===== src/rtl/bp_pkg.sv =====
// Shared types, defaults and helpers for the dynamic branch predictor.
// The optional return-address stack is enabled with BRANCH_PREDICTOR_RAS_EN.
package bp_pkg;

    localparam int         DEF_XLEN         = 32;
    localparam int         DEF_BHT_ENTRIES  = 64;
    localparam logic [1:0] DEF_COUNTER_INIT = 2'b01;
    localparam int         DEF_RAS_DEPTH    = 4;

    typedef enum logic [1:0] {
        SNT = 2'd0,
        WNT = 2'd1,
        WT  = 2'd2,
        ST  = 2'd3
    } bp_ctr_e;

    function automatic logic [1:0] sat_update(input logic [1:0] ctr, input logic taken);
        logic [1:0] res;
        res = ctr;
        if (taken) begin
            if (ctr != ST) begin
                res = ctr + 2'd1;
            end
        end else begin
            if (ctr != SNT) begin
                res = ctr - 2'd1;
            end
        end
        return res;
    endfunction

    // x1 (ra) and x5 (t0) are the link registers of the RISC-V calling convention.
    function automatic logic is_link_reg(input logic [4:0] r);
        return (r == 5'd1) || (r == 5'd5);
    endfunction

endpackage


===== src/rtl/return_addr_stack.sv =====
// Circular return-address stack: push, pop and replace-top, saturating count.
// Instantiated by the predictor only when BRANCH_PREDICTOR_RAS_EN is defined.
module return_addr_stack
    import bp_pkg::*;
#(
    parameter int XLEN      = DEF_XLEN,
    parameter int RAS_DEPTH = DEF_RAS_DEPTH
) (
    input  logic            clk,
    input  logic            reset,
    input  logic            i_push,
    input  logic            i_pop,
    input  logic            i_replace,
    input  logic [XLEN-1:0] i_data,
    output logic [XLEN-1:0] o_top,
    output logic            o_empty,
    output logic            o_full
);

    localparam int PTR_W = (RAS_DEPTH > 1) ? $clog2(RAS_DEPTH) : 1;
    localparam int CNT_W = $clog2(RAS_DEPTH + 1);

    logic [XLEN-1:0]  r_stack [RAS_DEPTH];
    logic [PTR_W-1:0] r_ptr;
    logic [CNT_W-1:0] r_count;

    logic             w_empty;
    logic             w_full;
    logic             w_do_replace;
    logic             w_do_push;
    logic             w_do_pop;
    logic [PTR_W-1:0] w_ptr_inc;

    assign w_empty      = (r_count == '0);
    assign w_full       = (r_count == CNT_W'(RAS_DEPTH));
    // A replace on an empty stack has no top to overwrite, so it degrades to a push.
    assign w_do_replace = i_replace & ~w_empty;
    assign w_do_push    = (i_push | i_replace) & ~w_do_replace;
    assign w_do_pop     = i_pop & ~w_empty & ~w_do_push & ~w_do_replace;
    assign w_ptr_inc    = r_ptr + 1'b1;

    always_ff @(posedge clk or posedge reset) begin
        if (reset) begin
            r_ptr   <= '0;
            r_count <= '0;
        end else if (w_do_push) begin
            r_ptr <= w_ptr_inc;
            if (!w_full) begin
                r_count <= r_count + 1'b1;
            end
        end else if (w_do_pop) begin
            r_ptr   <= r_ptr - 1'b1;
            r_count <= r_count - 1'b1;
        end
    end

    // Entry storage carries no reset; validity is tracked by r_count alone.
    always_ff @(posedge clk) begin
        if (w_do_replace) begin
            r_stack[r_ptr] <= i_data;
        end else if (w_do_push) begin
            r_stack[w_ptr_inc] <= i_data;
        end
    end

    assign o_top   = r_stack[r_ptr];
    assign o_empty = w_empty;
    assign o_full  = w_full;

endmodule


===== src/rtl/dynamic_branch_predictor.sv =====
// ID-stage predictor: BHT of 2-bit counters for B-type, computed JAL/JALR targets.
// Define BRANCH_PREDICTOR_RAS_EN to add a return-address stack for JALR returns.
module dynamic_branch_predictor
    import bp_pkg::*;
#(
    parameter int         XLEN         = DEF_XLEN,
    parameter int         BHT_ENTRIES  = DEF_BHT_ENTRIES,
    parameter logic [1:0] COUNTER_INIT = DEF_COUNTER_INIT,
    parameter int         RAS_DEPTH    = DEF_RAS_DEPTH
) (
    input  logic            clk,
    input  logic            reset,
    input  logic            lookup_en_i,
    input  logic [XLEN-1:0] pc_i,
    input  logic            is_compressed_i,
    input  logic            branch_btype_i,
    input  logic            branch_jal_i,
    input  logic            branch_jalr_i,
    input  logic [4:0]      rd_idx_i,
    input  logic [4:0]      rs1_idx_i,
    input  logic [XLEN-1:0] rs1_data_i,
    input  logic [XLEN-1:0] offset_i,
    input  logic            rs1_depended_i,
    input  logic            update_en_i,
    input  logic [XLEN-1:0] update_pc_i,
    input  logic            update_taken_i,
    output logic            taken_o,
    output logic [XLEN-1:0] redirection_pc_o
);

    localparam int IDX_W = $clog2(BHT_ENTRIES);

    logic [1:0]       r_bht [BHT_ENTRIES];

    logic [IDX_W-1:0] w_lkp_idx;
    logic [IDX_W-1:0] w_upd_idx;
    logic [1:0]       w_lkp_ctr;
    logic [XLEN-1:0]  w_pc_next;
    logic [XLEN-1:0]  w_pc_off;
    logic [XLEN-1:0]  w_jalr_sum;
    logic [XLEN-1:0]  w_jalr_tgt;
    logic             w_sel_jal;
    logic             w_sel_jalr;
    logic             w_sel_b;
    logic             w_ras_pop;
    logic [XLEN-1:0]  w_ras_top;
    logic             w_taken;
    logic [XLEN-1:0]  w_target;
    logic             w_unused_bits;

    // Bit 0 is dropped so 16-bit instructions at odd halfwords get their own counter.
    assign w_lkp_idx = pc_i[IDX_W:1];
    assign w_upd_idx = update_pc_i[IDX_W:1];
    assign w_lkp_ctr = r_bht[w_lkp_idx];

    assign w_pc_next  = pc_i + (is_compressed_i ? XLEN'(2) : XLEN'(4));
    assign w_pc_off   = pc_i + offset_i;
    assign w_jalr_sum = rs1_data_i + offset_i;
    assign w_jalr_tgt = {w_jalr_sum[XLEN-1:1], 1'b0};

    assign w_sel_jal  = branch_jal_i;
    assign w_sel_jalr = branch_jalr_i & ~branch_jal_i;
    assign w_sel_b    = branch_btype_i & ~branch_jal_i & ~branch_jalr_i;

    always_ff @(posedge clk or posedge reset) begin
        if (reset) begin
            for (int i = 0; i < BHT_ENTRIES; i++) begin
                r_bht[i] <= COUNTER_INIT;
            end
        end else if (update_en_i) begin
            r_bht[w_upd_idx] <= sat_update(r_bht[w_upd_idx], update_taken_i);
        end
    end

`ifdef BRANCH_PREDICTOR_RAS_EN
    logic w_rd_link;
    logic w_rs1_link;
    logic w_ras_push;
    logic w_ras_replace;
    logic w_ras_empty;
    logic w_ras_full;

    assign w_rd_link     = is_link_reg(rd_idx_i);
    assign w_rs1_link    = is_link_reg(rs1_idx_i);
    assign w_ras_pop     = lookup_en_i & w_sel_jalr & w_rs1_link & ~w_rd_link & ~w_ras_empty;
    // Co-routine swap: the caller's return replaces the callee's, so depth is unchanged.
    assign w_ras_replace = lookup_en_i & w_sel_jalr & w_rd_link & w_rs1_link
                         & (rd_idx_i != rs1_idx_i);
    assign w_ras_push    = lookup_en_i & ~w_ras_replace
                         & ((w_sel_jal & w_rd_link) | (w_sel_jalr & w_rd_link & ~w_ras_pop));

    return_addr_stack #(
        .XLEN      (XLEN),
        .RAS_DEPTH (RAS_DEPTH)
    ) u_ras (
        .clk       (clk),
        .reset     (reset),
        .i_push    (w_ras_push),
        .i_pop     (w_ras_pop),
        .i_replace (w_ras_replace),
        .i_data    (w_pc_next),
        .o_top     (w_ras_top),
        .o_empty   (w_ras_empty),
        .o_full    (w_ras_full)
    );

    assign w_unused_bits = ^{update_pc_i, w_ras_full};
`else
    assign w_ras_pop     = 1'b0;
    assign w_ras_top     = '0;
    assign w_unused_bits = ^{update_pc_i, lookup_en_i, rd_idx_i, rs1_idx_i, 32'(RAS_DEPTH)};
`endif

    always_comb begin
        w_taken  = 1'b0;
        w_target = w_pc_next;
        if (w_sel_jal) begin
            w_taken  = 1'b1;
            w_target = w_pc_off;
        end else if (w_sel_jalr) begin
            if (w_ras_pop) begin
                w_taken  = 1'b1;
                w_target = w_ras_top;
            end else if (!rs1_depended_i) begin
                w_taken  = 1'b1;
                w_target = w_jalr_tgt;
            end
        end else if (w_sel_b && w_lkp_ctr[1]) begin
            w_taken  = 1'b1;
            w_target = w_pc_off;
        end
    end

    assign taken_o          = w_taken;
    assign redirection_pc_o = w_target;

endmodule


===== config.mk =====
export PLATFORM = sky130hd
export DESIGN_NAME = dynamic_branch_predictor
export DESIGN_NICKNAME = d
export VERILOG_FILES = /design/src/rtl/bp_pkg.sv /design/src/rtl/return_addr_stack.sv /design/src/rtl/dynamic_branch_predictor.sv
export SDC_FILE = /design/constraint.sdc
export NUM_CORES = 1
export LEC_CHECK = 0
export CAP_MARGIN = 5
export CELL_PAD_IN_SITES_DETAIL_PLACEMENT = 1
export CELL_PAD_IN_SITES_GLOBAL_PLACEMENT = 1
export CORE_MARGIN = 2
export CORE_UTILIZATION = 46
export DETAILED_ROUTE_END_ITERATION = 6
export HOLD_SLACK_MARGIN = 0.05
export PLACE_DENSITY = 0.95
export SYNTH_ARGS = -nofsm -noshare
export SYNTH_HDL_FRONTEND = slang
export SYNTH_SLANG_ARGS = --single-unit

===== constraint.sdc =====
create_clock -name clk -period 10.05 [get_ports clk]
set_input_delay 3.015 -clock clk [delete_from_list [all_inputs] [get_ports clk]]
set_output_delay 3.015 -clock clk [all_outputs]
set_load 0.02 [all_outputs]

# Word-level counts from Yosys, hierarchy flattened

Index checks and enable logic that the tools add are counted.

Register bits after elaboration: 128
Input port bits: 148
Output and inout bits: 33
Logic and storage cells: 105

$add $sub $neg: 5
$lt $le $gt $ge: 3
Equal/unequal tests: 1
Multiplexer cells: 22
Bitwise logic cells: 7
Reductions and logical operators: 3

Operator list:

| cell                | number |
|---|---|
| $bwmux 128          | 1 |
| $mux 32             | 4 |
| $add 32x32->32      | 2 |
| $add 32x3->32       | 1 |
| $bmux 2 s6          | 2 |
| $mux 2              | 9 |
| $ge 7x7->1 const B  | 2 |
| $not 6->7           | 2 |
| $demux 2 s6         | 1 |
| $lt 7x1->1 const B  | 1 |
| $mux 1              | 4 |
| $and 1x1->1         | 3 |
| $mux 3              | 1 |
| $add 2x1->2 const B | 1 |
| $logic_and 1x1->1   | 2 |
| $ne 2x2->1 const B  | 1 |
| $not 1->1           | 2 |
| $reduce_bool 2->1   | 1 |
| $sub 2x1->2 const B | 1 |

# Depth between registers and ports, before layout

Depth in word-level cells: 9
Mapped depth: 13
Mapped depth without buffers: 12

# Least setup slack after synthesis

OpenSTA, ideal clock, no wires.

Path kind: input port to output port
Start: in pc_i[1]
End: out redirection_pc_o[28]
Arrival time: 5.752 ns
Required time: 7.035 ns
Setup slack: 1.283 ns
Stages on the path: 10
Cells stage by stage: buf_4 -> mux4_2 -> mux4_2 -> mux2_2 -> nand2_1 -> a2111oi_2 -> or2_1 -> buf_4 -> buf_6 -> a222oi_1

Cells in the longest elaborated chain, start to end: 8
Elaborated cells on any way between the ends: 11
Classes of those cells: add/sub (2); mux (7); bitwise (1); reduce/logical (1)

RTL lines:

| what                                      | line                            | source |
|---|---|---|
| from (decl)                               | dynamic_branch_predictor.sv:14  | `input logic [XLEN-1:0] pc_i,` |
| $not 6->7 (implied by the code)           | dynamic_branch_predictor.sv:54  | `assign w_lkp_ctr = r_bht[w_lkp_idx];` |
| $bmux 2 s6                                | dynamic_branch_predictor.sv:54  |  |
| $mux 2 (implied by the code) (2 in a row) | dynamic_branch_predictor.sv:54  |  |
| $logic_and 1x1->1                         | dynamic_branch_predictor.sv:128 | `end else if (w_sel_b && w_lkp_ctr[1]) begin` |
| $mux 32                                   | dynamic_branch_predictor.sv:128 |  |
| $mux 32                                   | dynamic_branch_predictor.sv:120 | `end else if (w_sel_jalr) begin` |
| $mux 32 (*)                               | dynamic_branch_predictor.sv:117 | `if (w_sel_jal) begin` |
| to (decl)                                 | dynamic_branch_predictor.sv:28  | `output logic [XLEN-1:0] redirection_pc_o` |

Every way passes the cells marked *; elsewhere a longest branch is shown, timed or not. The select of a mux whose other input is x is not followed.

# Worst setup path after layout

Start: in pc_i[1]
End: out redirection_pc_o[5]

The elaborated chain is that of the path after synthesis.

==> impl_metrics.tcl <==
set metrics [dict create \
    status "finished clean" \
    ys_seq_elements 128 \
    rows 57 \
    die_w_um 160 \
    root_buffer "clkbuf_16" \
    post-route-period-util 0.998 \
    synthArstFlopShare 1.00 \
    peakVddDrop_mv 0.135 \
    post_drt_wl_per_cell_um 27.1 \
    cts_hold_buf 0 \
    cp-start-kind "primary input" \
    r2r_slack_ps 6460 \
    whs_path_depth 1 \
    tightestPinTransition_ps 1200 \
    largestRegisters "r_bht x128" \
    syn_to_final_growth_pct 22.5 \
    die_area_sq_mm 0.0256 \
    sequentialPowerShare 0.332 \
    htree_levels 4 \
    start_util 0.464 \
    drtAntennaViolNets 0 \
    clk_pin_slew_worst_paths_ps 60 \
    core_region_area_sq_mm 0.0241 \
    worstPathRequired_ps 7040 \
    via_per_inst 6.66 \
    hold_end "r_bht[15]" \
    final_common_cell "mux2_2" \
    cts.sinks 128 \
    grt_pass1_wl_um 69600 \
    critical_path.max_stage_delay_ps 610 \
    grt_usage 0.349 \
    cp-end-kind "primary output" \
    drtIter0Drc 1009 \
    yosysTopAreaCellShare 0.150 \
    num-nets-final 1526 \
    port-buffer-count 143 \
    vias 11000 \
    final_max_slew_viol_count 0 \
    hp-class "flip-flop to flip-flop" \
    ys.flop_type "dfstp_2" \
    hpwlAfterDp_um 30700 \
    cts_tree "done" \
    synth_area_per_cell_sq_um 9.52 \
    crit_chain "clkdlybuf4s50_1 -> buf_12 -> mux4_2 -> mux4_2 -> mux2_2 -> nand2_1 -> a2111oi_2 -> or2_1 -> buf_4 -> nor3_2 -> a221o_1 -> clkdlybuf4s50_1" \
    die_h_um 160 \
    reg2reg_from "r_bht[113]" \
    max_freq_ghz 0.0997 \
    slew_headroom 0.197 \
    p_switching_mw 0.651 \
    antenna_found_initial 1 \
    switching_share 0.328 \
    grt_pass1_vias 12100 \
    critical_path_class "primary input to primary output" \
    period_needed_ps 10030 \
    grt_overflow 0 \
    ys_types 74 \
    wirelength_um 44800 \
    hold_viol_final 0 \
    crit_arrival_ps 7020 \
    drive_above_1_share 0.239 \
    leakage_nw 5.82 \
    synth_edf_count 0 \
    largest_reg_flops 128 \
    top_register "r_bht" \
    cts_buffers 17 \
    regArea_sq_mm 0.00328 \
    syn_area_sq_mm 0.0112 \
    fin_util 0.568 \
    combPwrFrac 0.320 \
    finish.instance_area_sq_mm 0.0137 \
    first_pass_iters 6 \
    setup-tns-final_ps 0 \
    synth_top_area_cell "dfstp_2" \
    multiInputGateArea_sq_mm 0.00757 \
    place_area_sq_mm 0.0130 \
    crit_fanout 21 \
    mostFrequentLayoutCells "mux2_2, clkdlybuf4s50_1, nand2_1" \
    setup_viol 0 \
    clk_latency_ps 440 \
    cap_violations 0 \
    stdcell_count 1650 \
    ys_seq_area_frac 0.293 \
    pwr_density_cell_mw_per_mm2 145 \
    p_int_mw 1.33 \
    gp_congestion 0.948 \
    drc 0 \
    grt_max_degree 69 \
    cts_buffer_depth 2 \
    clkPwrFrac 0.348 \
    r2r_cells 8 \
    finClkSkew_ps 12.0 \
    synth.area.top_cells "dfstp_2, dfrtp_1, mux2_2" \
    synth_fp_nets 1390 \
    fillCellCount 2726 \
    crit_slowest_cell "clkdlybuf4s50_1" \
    io_pins 181 \
    syn_inst 1176 \
    yosysWarnings 0 \
    power_mw 1.99 \
    r2r-end "r_bht[98]" \
    dp_cells 1615 \
    hold_path.startpoint "r_bht[15]" \
]
[kinds of logic (layout without fill, tap and decap cells)]
family                     count (synthesis)  in the layout  share of synthesized area
and+or+nand+nor                          342            342                      0.149
other                                      0              1                          0
muxes                                    187            187                      0.212
buffers and inverters                     83            232                     0.0333
AOI/OAI and AO/OA                        290            290                      0.173
DFF                                      128            128                      0.293
xor gates and xnor gates                  78             78                     0.0610
adders and majority gates                 68             68                     0.0778
[per-layer routing]
metal  share of wire  global-route usage  vias to the layer above
li1                -                   -                     4695
met1            0.38               0.407                     5361
met2            0.48               0.595                      718
met3           0.086              0.0803                      223
met4           0.060               0.194                        0
met5               0                   0                        -
[layout make-up]
type | count | share of cell area
antenna | 1 | 0.000183
clock buffer | 18 | 0.0320
clock inverter | 14 | 0.0156
inverter | 26 | 0.00730
multi-input combinational | 965 | 0.552
sequential | 128 | 0.240
tap | 324 | 0.0296
timing repair buffer | 174 | 0.123
[worst max-delay path, delay by kind of cell]
kind	cells	cell delay, ps
AOI/OAI and AO/OA	2	260
buffers and inverters	4	1620
and+or+nand+nor	3	680
muxes	3	1400
[worst max path at each step]
stage / from / to / slack (ps)
floorplan: pc_i[1] / redirection_pc_o[28] / 1280
global placement: pc_i[1] / redirection_pc_o[6] / 120
detailed placement: pc_i[1] / redirection_pc_o[6] / -6
CTS: pc_i[1] / redirection_pc_o[6] / 0.6
global route: pc_i[1] / redirection_pc_o[5] / -40
finish: pc_i[1] / redirection_pc_o[5] / 20
[repair_timing]
action,4_1_cts,5_1_grt
endpoints found under the setup margin,0,17
setup buffers,0,2
resized for setup,0,13
[cell usage after synthesis (all sizes together), types with 14 or more instances]
master  instances
nand4          14
dfstp          64
dfrtp          64
ha             63
xor2           36
o21ai          48
nor3           23
a22oi          15
mux2i          21
inv            26
a221oi         16
clkbuf         27
nand3          29
a21o           33
xnor2          42
nand2          95
mux4           26
buf            30
nor2           86
and2           14
a21oi          75
and3           16
mux2          140
[power by group through the flow]
stage	sequential [mW]	combinational, mW	clock (mW)
finish	0.659	0.635	0.691
CTS	0.654	0.625	0.693
global placement	0.646	0.578	0
detailed placement	0.655	0.609	0
global route	0.662	0.677	0.718
floorplan	0.636	0.393	0
[per-stage QoR]
| stage | hold slack, ps | worst slack (ps) |
|---|---|---|
| final | 552 | 17.4 |
| after global routing | 562 | -40.5 |
| after CTS | 545 | 0.601 |
| after detailed placement | 514 | -6.32 |
| after global placement | 507 | 118 |
| after floorplan | 490 | 1280 |
(Power assumes the default switching activity.)
